===== src/rtl/ttt_pkg.sv =====
// Shared definitions for the tic-tac-toe computer mover: cell/winner codes,
// the eight-line table, the fallback pick lists and the FSM state type.
package ttt_pkg;

    localparam logic [1:0] CELL_EMPTY = 2'b00;
    localparam logic [1:0] CELL_PLYR  = 2'b01;
    localparam logic [1:0] CELL_COMP  = 2'b10;

    localparam logic [1:0] WIN_DRAW = 2'd0;
    localparam logic [1:0] WIN_PLYR = 2'd1;
    localparam logic [1:0] WIN_COMP = 2'd2;
    localparam logic [1:0] WIN_CONT = 2'd3;

    // Rows, then columns, then the two diagonals; scan order follows this table.
    localparam logic [3:0] LINE_CELLS [8][3] = '{
        '{4'd0, 4'd1, 4'd2},
        '{4'd3, 4'd4, 4'd5},
        '{4'd6, 4'd7, 4'd8},
        '{4'd0, 4'd3, 4'd6},
        '{4'd1, 4'd4, 4'd7},
        '{4'd2, 4'd5, 4'd8},
        '{4'd0, 4'd4, 4'd8},
        '{4'd2, 4'd4, 4'd6}
    };

    localparam logic [3:0] CENTRE_CELL      = 4'd4;
    localparam logic [3:0] CORNER_CELLS [4] = '{4'd0, 4'd2, 4'd6, 4'd8};
    localparam logic [3:0] SIDE_CELLS   [4] = '{4'd1, 4'd3, 4'd5, 4'd7};

    typedef enum logic [2:0] {
        ST_IDLE,
        ST_SCAN_WIN,
        ST_SCAN_BLOCK,
        ST_PICK,
        ST_ISSUE
    } state_e;

endpackage


===== src/rtl/ttt_computer_mover_if.sv =====
// Board-to-mover bundle: the core (master) drives board and status, the
// mover (slave) answers with a cell index and strobes.
interface ttt_computer_mover_if;

    logic [1:0] pos1;
    logic [1:0] pos2;
    logic [1:0] pos3;
    logic [1:0] pos4;
    logic [1:0] pos5;
    logic [1:0] pos6;
    logic [1:0] pos7;
    logic [1:0] pos8;
    logic [1:0] pos9;
    logic [1:0] winner;
    logic       move_req;
    logic [3:0] computer;
    logic       comp_play;
    logic       busy;
    logic       no_move;

    modport master (
        output pos1, pos2, pos3, pos4, pos5, pos6, pos7, pos8, pos9,
        output winner, move_req,
        input  computer, comp_play, busy, no_move
    );

    modport slave (
        input  pos1, pos2, pos3, pos4, pos5, pos6, pos7, pos8, pos9,
        input  winner, move_req,
        output computer, comp_play, busy, no_move
    );

endinterface


===== src/rtl/ttt_line_eval.sv =====
// Evaluates one three-cell line: hit when exactly two cells carry the target
// code and the third is empty; slot names the empty position (0..2).
module ttt_line_eval
    import ttt_pkg::*;
(
    input  logic [1:0] cellA_i,
    input  logic [1:0] cellB_i,
    input  logic [1:0] cellC_i,
    input  logic [1:0] target_i,
    output logic       hit_o,
    output logic [1:0] slot_o
);

    logic [1:0] targetCnt;
    logic [1:0] emptyCnt;

    always_comb begin
        targetCnt = {1'b0, cellA_i == target_i} + {1'b0, cellB_i == target_i}
                  + {1'b0, cellC_i == target_i};
        emptyCnt  = {1'b0, cellA_i == CELL_EMPTY} + {1'b0, cellB_i == CELL_EMPTY}
                  + {1'b0, cellC_i == CELL_EMPTY};
        slot_o = 2'd0;
        if (cellC_i == CELL_EMPTY) slot_o = 2'd2;
        if (cellB_i == CELL_EMPTY) slot_o = 2'd1;
        if (cellA_i == CELL_EMPTY) slot_o = 2'd0;
        hit_o = (targetCnt == 2'd2) && (emptyCnt == 2'd1);
    end

endmodule


===== src/rtl/ttt_computer_mover.sv =====
// Computer move generator: snapshots the board on request, scans for a win,
// then a block, then falls back to centre/corner/side. Optional macro
// TTT_RANDOM_TIEBREAK_EN rotates the corner search start from an LFSR.
module ttt_computer_mover
    import ttt_pkg::*;
#(
    parameter int         PULSE_LEN = 1,
    parameter logic [7:0] LFSR_SEED = 8'hA5
) (
    input  logic                 clk,
    input  logic                 reset,
    ttt_computer_mover_if.slave  bus
);

    state_e     state_q, state_d;
    logic [2:0] lineCnt_q, lineCnt_d;
    logic [2:0] pulseCnt_q, pulseCnt_d;
    logic [3:0] computer_q, computer_d;
    logic       compPlay_q, compPlay_d;
    logic       busy_q, busy_d;
    logic       noMove_q, noMove_d;
    logic [1:0] board_q [9];
    logic [1:0] liveBoard [9];
    logic       capture;

    logic [1:0] lineTarget;
    logic       lineHit;
    logic [1:0] lineSlot;
    logic [3:0] hitCell;

    logic [1:0] cornerStart;
    logic [1:0] sweepIdx;
    logic       pickFound;
    logic [3:0] pickCell;

    assign liveBoard[0] = bus.pos1;
    assign liveBoard[1] = bus.pos2;
    assign liveBoard[2] = bus.pos3;
    assign liveBoard[3] = bus.pos4;
    assign liveBoard[4] = bus.pos5;
    assign liveBoard[5] = bus.pos6;
    assign liveBoard[6] = bus.pos7;
    assign liveBoard[7] = bus.pos8;
    assign liveBoard[8] = bus.pos9;

    assign bus.computer  = computer_q;
    assign bus.comp_play = compPlay_q;
    assign bus.busy      = busy_q;
    assign bus.no_move   = noMove_q;

`ifdef TTT_RANDOM_TIEBREAK_EN
    logic [7:0] lfsr_q;

    // Free-running Fibonacci LFSR, taps 8,6,5,4.
    always_ff @(posedge clk or posedge reset) begin
        if (reset) lfsr_q <= LFSR_SEED;
        else       lfsr_q <= {lfsr_q[6:0], lfsr_q[7] ^ lfsr_q[5] ^ lfsr_q[4] ^ lfsr_q[3]};
    end

    assign cornerStart = lfsr_q[1:0];
`else
    assign cornerStart = 2'd0;
`endif

    assign lineTarget = (state_q == ST_SCAN_BLOCK) ? CELL_PLYR : CELL_COMP;

    ttt_line_eval u_lineEval (
        .cellA_i  (board_q[LINE_CELLS[lineCnt_q][0]]),
        .cellB_i  (board_q[LINE_CELLS[lineCnt_q][1]]),
        .cellC_i  (board_q[LINE_CELLS[lineCnt_q][2]]),
        .target_i (lineTarget),
        .hit_o    (lineHit),
        .slot_o   (lineSlot)
    );

    always_comb begin
        case (lineSlot)
            2'd1:    hitCell = LINE_CELLS[lineCnt_q][1];
            2'd2:    hitCell = LINE_CELLS[lineCnt_q][2];
            default: hitCell = LINE_CELLS[lineCnt_q][0];
        endcase
    end

    // Fallback choice: centre, then corners from cornerStart, then sides.
    always_comb begin
        pickFound = 1'b0;
        pickCell  = CENTRE_CELL;
        sweepIdx  = 2'd0;
        if (board_q[CENTRE_CELL] == CELL_EMPTY) pickFound = 1'b1;
        for (int k = 0; k < 4; k++) begin
            sweepIdx = cornerStart + 2'(k);
            if (!pickFound && board_q[CORNER_CELLS[sweepIdx]] == CELL_EMPTY) begin
                pickFound = 1'b1;
                pickCell  = CORNER_CELLS[sweepIdx];
            end
        end
        for (int k = 0; k < 4; k++) begin
            if (!pickFound && board_q[SIDE_CELLS[k]] == CELL_EMPTY) begin
                pickFound = 1'b1;
                pickCell  = SIDE_CELLS[k];
            end
        end
    end

    always_comb begin
        state_d    = state_q;
        lineCnt_d  = lineCnt_q;
        pulseCnt_d = pulseCnt_q;
        computer_d = computer_q;
        compPlay_d = 1'b0;
        busy_d     = busy_q;
        noMove_d   = 1'b0;
        capture    = 1'b0;
        case (state_q)
            ST_IDLE: begin
                if (bus.move_req && bus.winner == WIN_CONT) begin
                    capture   = 1'b1;
                    lineCnt_d = 3'd0;
                    busy_d    = 1'b1;
                    state_d   = ST_SCAN_WIN;
                end
            end
            ST_SCAN_WIN, ST_SCAN_BLOCK: begin
                if (lineHit) begin
                    computer_d = hitCell;
                    pulseCnt_d = 3'd0;
                    state_d    = ST_ISSUE;
                end else if (lineCnt_q == 3'd7) begin
                    lineCnt_d = 3'd0;
                    state_d   = (state_q == ST_SCAN_WIN) ? ST_SCAN_BLOCK : ST_PICK;
                end else begin
                    lineCnt_d = lineCnt_q + 3'd1;
                end
            end
            ST_PICK: begin
                if (pickFound) begin
                    computer_d = pickCell;
                    pulseCnt_d = 3'd0;
                    state_d    = ST_ISSUE;
                end else begin
                    noMove_d = 1'b1;
                    busy_d   = 1'b0;
                    state_d  = ST_IDLE;
                end
            end
            ST_ISSUE: begin
                if (pulseCnt_q < 3'(PULSE_LEN)) begin
                    compPlay_d = 1'b1;
                    pulseCnt_d = pulseCnt_q + 3'd1;
                end else begin
                    busy_d  = 1'b0;
                    state_d = ST_IDLE;
                end
            end
            default: begin
                busy_d  = 1'b0;
                state_d = ST_IDLE;
            end
        endcase
    end

    always_ff @(posedge clk or posedge reset) begin
        if (reset) begin
            state_q    <= ST_IDLE;
            lineCnt_q  <= 3'd0;
            pulseCnt_q <= 3'd0;
            computer_q <= 4'd0;
            compPlay_q <= 1'b0;
            busy_q     <= 1'b0;
            noMove_q   <= 1'b0;
            for (int i = 0; i < 9; i++) board_q[i] <= CELL_EMPTY;
        end else begin
            state_q    <= state_d;
            lineCnt_q  <= lineCnt_d;
            pulseCnt_q <= pulseCnt_d;
            computer_q <= computer_d;
            compPlay_q <= compPlay_d;
            busy_q     <= busy_d;
            noMove_q   <= noMove_d;
            if (capture) begin
                for (int i = 0; i < 9; i++) board_q[i] <= liveBoard[i];
            end
        end
    end

endmodule


===== src/flat_wrapper.sv =====
// flat-port wrapper written by rule: the top's interface ports become plain ports
module ttt_computer_mover_flat import ttt_pkg::*;
#(
    parameter int         PULSE_LEN = 1,
    parameter logic [7:0] LFSR_SEED = 8'hA5
)
  (clk, reset, bus_pos1, bus_pos2, bus_pos3, bus_pos4, bus_pos5, bus_pos6, bus_pos7, bus_pos8, bus_pos9, bus_winner, bus_move_req, bus_computer, bus_comp_play, bus_busy, bus_no_move);
  ttt_computer_mover_if bus_i ();
  input  logic clk;
  input  logic reset;
  input wire logic [$bits(bus_i.pos1)-1:0] bus_pos1;
  input wire logic [$bits(bus_i.pos2)-1:0] bus_pos2;
  input wire logic [$bits(bus_i.pos3)-1:0] bus_pos3;
  input wire logic [$bits(bus_i.pos4)-1:0] bus_pos4;
  input wire logic [$bits(bus_i.pos5)-1:0] bus_pos5;
  input wire logic [$bits(bus_i.pos6)-1:0] bus_pos6;
  input wire logic [$bits(bus_i.pos7)-1:0] bus_pos7;
  input wire logic [$bits(bus_i.pos8)-1:0] bus_pos8;
  input wire logic [$bits(bus_i.pos9)-1:0] bus_pos9;
  input wire logic [$bits(bus_i.winner)-1:0] bus_winner;
  input wire logic [$bits(bus_i.move_req)-1:0] bus_move_req;
  output wire logic [$bits(bus_i.computer)-1:0] bus_computer;
  output wire logic [$bits(bus_i.comp_play)-1:0] bus_comp_play;
  output wire logic [$bits(bus_i.busy)-1:0] bus_busy;
  output wire logic [$bits(bus_i.no_move)-1:0] bus_no_move;
  assign bus_i.pos1 = bus_pos1;
  assign bus_i.pos2 = bus_pos2;
  assign bus_i.pos3 = bus_pos3;
  assign bus_i.pos4 = bus_pos4;
  assign bus_i.pos5 = bus_pos5;
  assign bus_i.pos6 = bus_pos6;
  assign bus_i.pos7 = bus_pos7;
  assign bus_i.pos8 = bus_pos8;
  assign bus_i.pos9 = bus_pos9;
  assign bus_i.winner = bus_winner;
  assign bus_i.move_req = bus_move_req;
  assign bus_computer = bus_i.computer;
  assign bus_comp_play = bus_i.comp_play;
  assign bus_busy = bus_i.busy;
  assign bus_no_move = bus_i.no_move;
  ttt_computer_mover #(.PULSE_LEN(PULSE_LEN), .LFSR_SEED(LFSR_SEED)) u_core (.clk(clk), .reset(reset), .bus(bus_i));
endmodule

===== config.mk =====
export PLATFORM = sky130hd
export DESIGN_NAME = ttt_computer_mover_flat
export DESIGN_NICKNAME = d
export VERILOG_FILES = /design/src/rtl/ttt_pkg.sv /design/src/rtl/ttt_computer_mover_if.sv /design/src/rtl/ttt_line_eval.sv /design/src/rtl/ttt_computer_mover.sv /design/src/flat_wrapper.sv
export SDC_FILE = /design/constraint.sdc
export NUM_CORES = 1
export LEC_CHECK = 0
export BUFFER_PORTS_ARGS = -buffer_cell sky130_fd_sc_hd__buf_2
export CAP_MARGIN = 10
export CORE_ASPECT_RATIO = 1.4
export CORE_MARGIN = 10
export CORE_UTILIZATION = 45
export CTS_CLUSTER_DIAMETER = 50
export DETAILED_ROUTE_END_ITERATION = 8
export PLACE_DENSITY = 0.64
export SYNTH_ARGS = -nofsm -noshare
export SYNTH_HDL_FRONTEND = slang
export SYNTH_SLANG_ARGS = --single-unit

===== constraint.sdc =====
create_clock -name clk -period 8.85 [get_ports clk]
set_input_delay 1.3275 -clock clk [delete_from_list [all_inputs] [get_ports clk]]
set_output_delay 1.3275 -clock clk [all_outputs]
set_load 0.01 [all_outputs]

==> impl_metrics.yaml, run 1 <==
grt:
  grt_overflow: 0
  grt_pass1_vias: 2432
  track_usage: 0.154
  antenna_found_initial: 0
  grt_pass1_wl_um: 12200
  grt_max_degree: 35
clock_network:
  cts_sinks: 34
  cts_root_buf: "clkbuf_8"
  max-clock-path-buffers: 2
  holdBufCountCts: 0
  cts_resized: 0
  cts_buffers: 5
  cts_setup_buffers: 0
  ctsHtreeMaxLevel: 2
  clk_latency_ns: 0.30
  cts_tree: "built"
  path_clk_slew_ns: 0.08
detailed_routing:
  wl_per_cell_um: 19.4
  drc: 0
  vias_per_cell: 6.20
  ant_nets: 0
  drt_pass1_iterations: 4
  drt_iter0_drc: 163
  totalWireLength_um: 7120
  vias: 2275
critical_path:
  path_cells: "inv_1 > ha_1 > mux2i_4 > mux2i_1 > a2111oi_1 > nor2_1 > o21ai_0 > or4_1 > o21ai_1 > fa_1 > nor4bb_1 > nand2_1 > o21ai_0 > a21o_1 > mux2i_1 > nor2_1"
  worst_ep_required_time_ns: 9.02
  cp-start-kind: "register"
  cp_num_buf_inv: 1
  end_kind: "register"
  cp_max_fo: 14
  crit_family: "compound AO/OA/AOI/OAI gates"
  slowest_delay_ns: 0.64
  setup.worst_path.start: "u_core.lineCnt_q[1]$_DFFE_PP0P_"
  crit_slowest_cell: "ha_1"
  reg2reg_from: "u_core.lineCnt_q[1]$_DFFE_PP0P_"
  path_class: "reg2reg"
  arrival_ns: 5.15
sta:
  clock.fmax_mhz: 201
  min_period_ns: 4.98
  slew_headroom: 0.401
  final_hold_viol_count: 0
  setup-tns-final_ns: 0
  fin_skew_ns: 0.0131
  finalSetupViolations: 0
  tightest_slew_ns: 0.898
  setup_ws_ns: 3.87
  final_max_slew_viol_count: 0
  rsz0062_at_grt: "no"
  fin_crit_sh: 0.563
synthesis:
  async_flop_share: 1.00
  yosysSeqAreaShare: 0.324
  synth_edf_count: 0
  netlist_instances: 275
  synthesis.nets: 308
  ys.flop_type: "dfrtp_1"
  syn_area_mm2: 0.00263
  avgSynthCellArea_um2: 9.55
  synth_warnings: 0
  synth_seq_cells: 34
  yosys.cell_types.count: 58
layout:
  num_antenna_cells: 0
  syn_to_final_growth_pct: 11.5
  final_cell_mix: "dfrtp_1, buf_2, nor2_1"
  drive_gt1_frac: 0.247
  nNetsFinal: 331
  layout_commonest_cell: "dfrtp_1"
floorplanning:
  rows: 32
  die-area_mm2: 0.00934
  core_mm2: 0.00561
  start_util: 0.469
  die_w_um: 84.6
  die_h_um: 110
  io_pins: 30
hold_path:
  hold_path.class: "reg2reg"
  min_from: "u_core.bus.busy$_DFFE_PP0P_"
placed_design:
  port_buffers: 29
  dp_hpwl_um: 5320
  pre_cts_ws_ns: 3.92
  place_congestion: 0.914
run_status:
  run_status: "finished clean"
flow_run:
  max_cap_violations: 0
[cell families (layout without fill, tap and decap cells)]
logic type,count (synthesis),count (layout),synth area share
simple gates,79,79,0.157
flops,34,34,0.324
mux,48,48,0.214
xor+xnor,1,1,0.00333
compound gates,75,75,0.200
buf+inv,28,52,0.0491
fa+ha+maj,10,10,0.0533
[worst paths after layout]
kind / depth (start not counted) / end / slack [ns]
worst min register to register: 2 / u_core.bus.busy$_DFFE_PP0P_ / 0.51
min in group asynchronous: 3 / u_core.board_q[2]$_DFFE_PP0P_ / 1.11
worst min-delay path: 2 / u_core.bus.busy$_DFFE_PP0P_ / 0.51
max in group asynchronous: 3 / u_core.state_q[2]$_DFFE_PP0P_ / 7.42
worst max-delay path: 16 / u_core.bus.computer[1]$_DFFE_PP0P_ / 3.87
worst max register to register: 16 / u_core.bus.computer[1]$_DFFE_PP0P_ / 3.87
[cell usage after synthesis, drive strengths merged (2+ instances only)]
cell / instances / area, um^2
a2111oi: 3 / 30.0
a211oi: 6 / 62.6
a21o: 2 / 15.0
a21oi: 18 / 90.1
a22o: 2 / 17.5
a22oi: 7 / 62.6
a31oi: 3 / 18.8
buf: 7 / 50.1
clkbuf: 8 / 30.0
dfrtp: 34 / 851
fa: 2 / 40.0
ha: 8 / 100
inv: 13 / 48.8
mux2: 23 / 263
mux2i: 22 / 233
mux4: 3 / 67.6
nand2: 16 / 62.6
nand2b: 7 / 43.8
nand3: 4 / 20.0
nor2: 23 / 86.3
nor2b: 8 / 50.1
nor3: 2 / 10.0
nor4: 3 / 18.8
nor4b: 3 / 26.3
o21ai: 17 / 85.1
o22ai: 4 / 25.0
o31ai: 3 / 22.5
or2: 5 / 31.3
[flip-flops by register name (all words and copies together) (netlist names)]
register / count
u_core.board_q: 18
u_core.bus.computer: 4
u_core.lineCnt_q: 3
u_core.pulseCnt_q: 3
u_core.state_q: 3
u_core.bus.busy: 1
u_core.bus.comp_play: 1
u_core.bus.no_move: 1
[worst reg2reg max path, stage by stage (launching register included)]
cell and delay [ns]:
dfrtp_1 0.54, inv_1 0.19, ha_1 0.64, mux2i_4 0.20
mux2i_1 0.16, a2111oi_1 0.63, nor2_1 0.15, o21ai_0 0.13
or4_1 0.14, o21ai_1 0.08, fa_1 0.47, nor4bb_1 0.60
nand2_1 0.20, o21ai_0 0.16, a21o_1 0.28, mux2i_1 0.22
nor2_1 0.06
[per-layer routing]
layer  part of all wire  wire (um)  up-vias  global-route usage
met5                  0          0        -                   0
met4              0.028        196        0              0.0603
met2               0.51       3630       75               0.255
li1                   -          -     1061                   -
met3              0.052        369       18              0.0250
met1               0.41       2930     1121               0.190
[metrics by stage]
stage | std cells | hold WS [ns] | utilization | cell area (um^2)
finish | 367 | 0.513 | 0.523 | 2930
global route | 367 | 0.556 | 0.523 | 2930
CTS | 367 | 0.519 | 0.523 | 2930
detailed placement | 359 | 0.493 | 0.498 | 2790
global placement | 359 | 0.498 | 0.498 | 2790
floorplan | 275 | 0.459 | - | 2630
[final cells by class]
cell class,count,area (um^2)
well taps,68,85.1
flip-flops and latches,34,851
repair buffers,31,160
inverters,13,48.8
clock inverters,3,68.8
clock buffers,5,68.8
fillers,532,2680
multi-input cells,213,1650
Power of run 1 is left out: the tool's default activity adds up to more than one toggle a clock period on the data nets, which glitch-free logic cannot reach.
==> inputs of run 2 (changes only) <==
--- a/config.mk
+++ b/config.mk
@@ -5,6 +5,7 @@
 export SDC_FILE = /design/constraint.sdc
 export NUM_CORES = 1
 export LEC_CHECK = 0
+export ABC_AREA = 1
 export BUFFER_PORTS_ARGS = -buffer_cell sky130_fd_sc_hd__buf_2
 export CAP_MARGIN = 10
 export CORE_ASPECT_RATIO = 1.4
==> constraint.sdc (replaced) <==
create_clock -name clk -period 4.8 [get_ports clk]
set_input_delay 0.72 -clock clk [delete_from_list [all_inputs] [get_ports clk]]
set_output_delay 0.72 -clock clk [all_outputs]
set_load 0.01 [all_outputs]
==> impl_metrics.yaml, run 2 <==
run_status:
  run_status: "finished clean"
layout:
  syn_to_final_growth_pct: 12.3
  largest_register_ffs: 18
  num_antenna_cells: 0
  stdcell_count: 418
  fin_util: 0.527
  layout_commonest_cell: "nand2_1"
  drive_gt1_frac: 0.253
  fill_cells: 542
  final_cell_mix: "nand2_1, nand3_1, dfrtp_1"
  largest-register: "u_core.board_q"
  nNetsFinal: 384
clock_network:
  max-clock-path-buffers: 2
  ctsHtreeMaxLevel: 2
  cts_buffers: 5
  cts_setup_buffers: 0
  cts_sinks: 34
  cts_tree: "built"
  cts_root_buf: "clkbuf_8"
  holdBufCountCts: 0
  cts_resized: 0
  path_clk_slew_ns: 0.07
  clk_latency_ns: 0.29
placed_design:
  port_buffers: 29
  post-place-cells: 410
  dp_hpwl_um: 5220
  place_congestion: 0.894
grt:
  antenna_found_initial: 0
  grt_pass1_vias: 2353
  track_usage: 0.162
  grt_overflow: 0
  grt_pass1_wl_um: 11400
  grt_max_degree: 35
synthesis:
  synthesis.nets: 350
  avgSynthCellArea_um2: 7.76
  yosysSeqAreaShare: 0.346
  synth_edf_count: 0
  syn_area_mm2: 0.00246
  synth_warnings: 0
  netlist_instances: 317
  yosys.area.top_type: "dfrtp_1"
  yosys.cell_count.top_type: "nand2_1"
  ys_top_cells_by_count: "nand2_1, nand3_1, dfrtp_1"
  yosys-top-cells-area: "dfrtp_1, nand3_1, nand2_1"
  yosys.cell_types.count: 30
  synth_seq_cells: 34
  async_flop_share: 1.00
  ys.flop_type: "dfrtp_1"
  synth.top_cell.area_share: 0.346
critical_path:
  cp-start-kind: "register"
  arrival_ns: 4.23
  crit-reg2reg-capture: "u_core.pulseCnt_q[2]$_DFFE_PP0P_"
  rr_worst_depth: 18
  reg2reg_from: "u_core.lineCnt_q[0]$_DFFE_PP0P_"
  cp_max_fo: 7
  r2r_setup_slack_ns: 0.78
  end_kind: "register"
  path_class: "reg2reg"
  worst_ep_required_time_ns: 5.01
floorplanning:
  start_util: 0.470
  die-area_mm2: 0.00886
  die_h_um: 107
  io_pins: 30
  core_mm2: 0.00524
  die_w_um: 82.5
  rows: 31
detailed_routing:
  drt_iter0_drc: 133
  wl_per_cell_um: 15.6
  totalWireLength_um: 6520
  ant_nets: 0
  drc: 0
  drt_pass1_iterations: 4
  vias_per_cell: 5.39
  vias: 2253
hold_path:
  holdPathEnd: "u_core.bus.computer[1]$_DFFE_PP0P_"
  holdPathStages: 2
  min_from: "u_core.bus.computer[1]$_DFFE_PP0P_"
  hold_path.class: "reg2reg"
sta:
  fin_skew_ns: 0.00515
  setup-tns-final_ns: 0
  clock.fmax_mhz: 249
  slew_headroom: 0.448
  finalSetupViolations: 0
  min_period_ns: 4.02
  final_hold_viol_count: 0
  fin_crit_sh: 0.836
  tightest_slew_ns: 0.826
  hold-worst-slack_ns: 0.499
  final_max_slew_viol_count: 0
  rsz0062_at_grt: "no"
flow_run:
  max_cap_violations: 0
run 2: cell count changes in the layout (fill, tap and decap cells not counted), sizes merged, moves of 9 or more:
| cell | delta |
|---|---|
| nand2 | +66 |
| nand3 | +60 |
| mux2i | -22 |
| nor2 | +19 |
| inv | +15 |
| o21ai | -9 |
run 2: worst max path at each step:
| stage | end | startpoint | depth (start not counted) |
|---|---|---|---|
| after global routing | u_core.pulseCnt_q[2]$_DFFE_PP0P_ | u_core.lineCnt_q[0]$_DFFE_PP0P_ | 18 |
| after floorplan | u_core.pulseCnt_q[2]$_DFFE_PP0P_ | u_core.lineCnt_q[0]$_DFFE_PP0P_ | 18 |
| final | u_core.pulseCnt_q[2]$_DFFE_PP0P_ | u_core.lineCnt_q[0]$_DFFE_PP0P_ | 18 |
| after CTS | u_core.pulseCnt_q[2]$_DFFE_PP0P_ | u_core.lineCnt_q[0]$_DFFE_PP0P_ | 18 |
| after detailed placement | u_core.pulseCnt_q[2]$_DFFE_PP0P_ | u_core.lineCnt_q[0]$_DFFE_PP0P_ | 18 |
| after global placement | u_core.pulseCnt_q[2]$_DFFE_PP0P_ | u_core.lineCnt_q[0]$_DFFE_PP0P_ | 18 |
run 2: stage by stage:
stage / instance area [um^2] / setup slack [ns]
after floorplan: 2460 / 1.44
after global placement: 2670 / 0.954
after detailed placement: 2670 / 0.820
after CTS: 2760 / 0.794
after global routing: 2760 / 0.305
final: 2760 / 0.785
run 2: layout make-up:
type | instances | area (um^2) | share of cell area
Inverter | 30 | 113 | 0.0408
Clock inverter | 1 | 5.00 | 0.00181
Sequential cell | 34 | 851 | 0.308
Multi-Input combinational cell | 250 | 1470 | 0.533
Clock buffer | 7 | 86.3 | 0.0313
Timing Repair Buffer | 30 | 153 | 0.0553
Tap cell | 66 | 82.6 | 0.0299
run 2: cells by family (layout without fill, tap and decap cells):
| group | after synthesis | in the layout | share of synthesized area |
|---|---|---|---|
| compound gates | 25 | 25 | 0.0621 |
| fa+ha+maj | 10 | 10 | 0.0570 |
| buf+inv | 33 | 68 | 0.0555 |
| flops | 34 | 34 | 0.346 |
| mux | 18 | 18 | 0.0824 |
| simple gates | 197 | 197 | 0.397 |
run 2: critical path, cell delays in order (launching register included):
cell and delay, ns:
dfrtp_1 0.52, inv_1 0.19, ha_1 0.58, nand2_2 0.09, o21ai_2 0.09, nand2_1 0.11
nor2_1 0.19, nand3_1 0.14, nand2_1 0.14, nor2_4 0.06, a211oi_1 0.25, fa_1 0.46
nor3_1 0.39, nand2_1 0.15, nand2_2 0.17, inv_2 0.08, nand2_1 0.12, nand2_1 0.07
a21oi_1 0.13
run 2: per-layer routing:
| layer | GRT usage | vias up | wire (um) |
|---|---|---|---|
| li1 | - | 1128 | - |
| met1 | 0.180 | 1062 | 2600 |
| met2 | 0.289 | 56 | 3560 |
| met3 | 0.0360 | 7 | 270 |
| met4 | 0.0549 | 0 | 95 |
| met5 | 0 | - | 0 |
Power of run 2 is left out for the same reason.
==> inputs of run 3 (changes only) <==
--- a/config.mk
+++ b/config.mk
@@ -5,7 +5,7 @@
 export SDC_FILE = /design/constraint.sdc
 export NUM_CORES = 1
 export LEC_CHECK = 0
-export ABC_AREA = 1
+export ABC_AREA = 0
 export BUFFER_PORTS_ARGS = -buffer_cell sky130_fd_sc_hd__buf_2
 export CAP_MARGIN = 10
 export CORE_ASPECT_RATIO = 1.4
==> constraint.sdc (replaced) <==
create_clock -name clk -period 3.7 [get_ports clk]
set_input_delay 0.555 -clock clk [delete_from_list [all_inputs] [get_ports clk]]
set_output_delay 0.555 -clock clk [all_outputs]
set_load 0.01 [all_outputs]
==> impl_metrics.yaml, run 3 (synthesized netlist as in run 1, its figures left out) <==
sta:
  setup_ws_ns: -0.135
  slew_headroom: 0.409
  rsz0062_at_grt: "yes"
  fin_crit_sh: 1.04
  final_max_slew_viol_count: 0
  min_period_ns: 3.83
  final_hold_viol_count: 0
  tightest_slew_ns: 0.887
  finalSetupViolations: 11
  fin_skew_ns: 0.00778
  clock.fmax_mhz: 261
layout:
  multi_input_area_mm2: 0.00184
  final_cell_mix: "buf_4, dfrtp_1, buf_2"
  largest-register: "u_core.board_q"
  ff_latch_area_um2: 852
  stdcell_count: 414
  nNetsFinal: 378
  drive_gt1_frac: 0.439
  syn_to_final_growth_pct: 32.9
  num_antenna_cells: 0
  largest_register_ffs: 18
  fill_cells: 478
  finalInstanceArea_mm2: 0.00349
  layout_commonest_cell: "buf_4"
critical_path:
  path_cells: "inv_8 > ha_4 > mux2i_4 > mux2i_2 > a2111oi_4 > nor2_1 > o21ai_1 > or4_4 > o21ai_4 > fa_1 > nor4bb_4 > nand2_1 > o21ai_2 > a21o_1 > mux2i_1 > nor2_1"
  arrival_ns: 4.01
  crit_slowest_cell: "or4_4"
  cp_max_fo: 6
  cp-start-kind: "register"
  r2r_setup_slack_ns: -0.13
  slowest_delay_ns: 0.50
  worst_ep_required_time_ns: 3.88
  setup.worst_path.start: "u_core.lineCnt_q[0]$_DFFE_PP0P_"
  cp_num_buf_inv: 1
  path_common_cell: "nor2_1"
  path_class: "reg2reg"
  crit_family: "simple AND/OR/NAND/NOR gates"
  reg2reg_from: "u_core.lineCnt_q[0]$_DFFE_PP0P_"
  end_kind: "register"
clock_network:
  cts_sinks: 34
  max-clock-path-buffers: 2
  cts_tree: "built"
  ctsHtreeMaxLevel: 2
  cts_buffers: 5
  path_clk_slew_ns: 0.08
  cts_root_buf: "clkbuf_8"
  clk_latency_ns: 0.30
  holdBufCountCts: 0
run_status:
  violations: "negative setup slack"
  run_status: "finished, violations left"
grt:
  grt_pass1_vias: 2478
  track_usage: 0.154
  grt_overflow: 0
  grt_pass1_wl_um: 12100
  grt_max_degree: 21
  antenna_found_initial: 0
floorplanning:
  die_h_um: 110
  die_w_um: 84.6
  io_pins: 30
  die-area_mm2: 0.00934
  rows: 32
  core_mm2: 0.00561
  start_util: 0.469
detailed_routing:
  totalWireLength_um: 7400
  wl_per_cell_um: 17.9
  vias: 2412
  drt_pass1_iterations: 4
  vias_per_cell: 5.83
  drc: 0
  ant_nets: 0
  drt_iter0_drc: 166
placed_design:
  place_congestion: 0.948
  pre_cts_ws_ns: -0.252
  post-place-cells: 400
  port_buffers: 29
  dp_hpwl_um: 5750
  place_area_mm2: 0.00321
hold_path:
  hold_path.class: "in2async"
flow_run:
  max_cap_violations: 0
==> run 3: timing repair <==
item | CTS | global route
setup buffers | 3 | 3
pin swaps | 10 | 15
endpoints found under the setup margin | 11 | 13
gates resized for setup | 10 | 14
==> run 3: path summary, 6_finish.rpt <==
path | endpoint | depth (start not counted)
worst max register to register | u_core.bus.computer[1]$_DFFE_PP0P_ | 16
worst max-delay path | u_core.bus.computer[1]$_DFFE_PP0P_ | 16
worst min-delay path | u_core.board_q[11]$_DFFE_PP0P_ | 2
min in group clk | u_core.board_q[15]$_DFFE_PP0P_ | 2
max in group asynchronous | u_core.lineCnt_q[0]$_DFFE_PP0P_ | 3
worst min register to register | u_core.pulseCnt_q[2]$_DFFE_PP0P_ | 2
==> run 3: worst reg2reg max path, delay by kind of cell (launching register included) <==
family / cells / cell delay (ns)
mux: 3 / 0.81
simple gates: 5 / 1.15
flops: 1 / 0.48
buf+inv: 1 / 0.04
compound gates: 5 / 0.61
fa+ha+maj: 2 / 0.61
==> run 3: metal layers <==
layer  GRT usage  up-vias  part of all wire
met2       0.265       69              0.51
met1       0.176     1162              0.41
li1            -     1160                 -
met4      0.0789        0             0.036
met5           0        -                 0
met3      0.0228       21             0.043
==> run 3: area by class of cell <==
class | count | share of cell area
well taps | 68 | 0.0244
repair buffers | 78 | 0.148
multi-input cells | 213 | 0.527
inverters | 13 | 0.0168
clock buffers | 5 | 0.0197
flip-flops and latches | 34 | 0.244
clock inverters | 3 | 0.0197
==> run 3: metrics by stage <==
step / utilization / setup TNS (ns) / hold WS (ns)
floorplan: - / -0.878 / 0.459
global placement: 0.573 / -1.26 / 0.476
detailed placement: 0.573 / -1.82 / 0.483
CTS: 0.609 / -0.867 / 0.395
global route: 0.623 / -3.33 / 0.427
finish: 0.623 / -0.932 / 0.371
Power of run 3 is left out for the same reason.
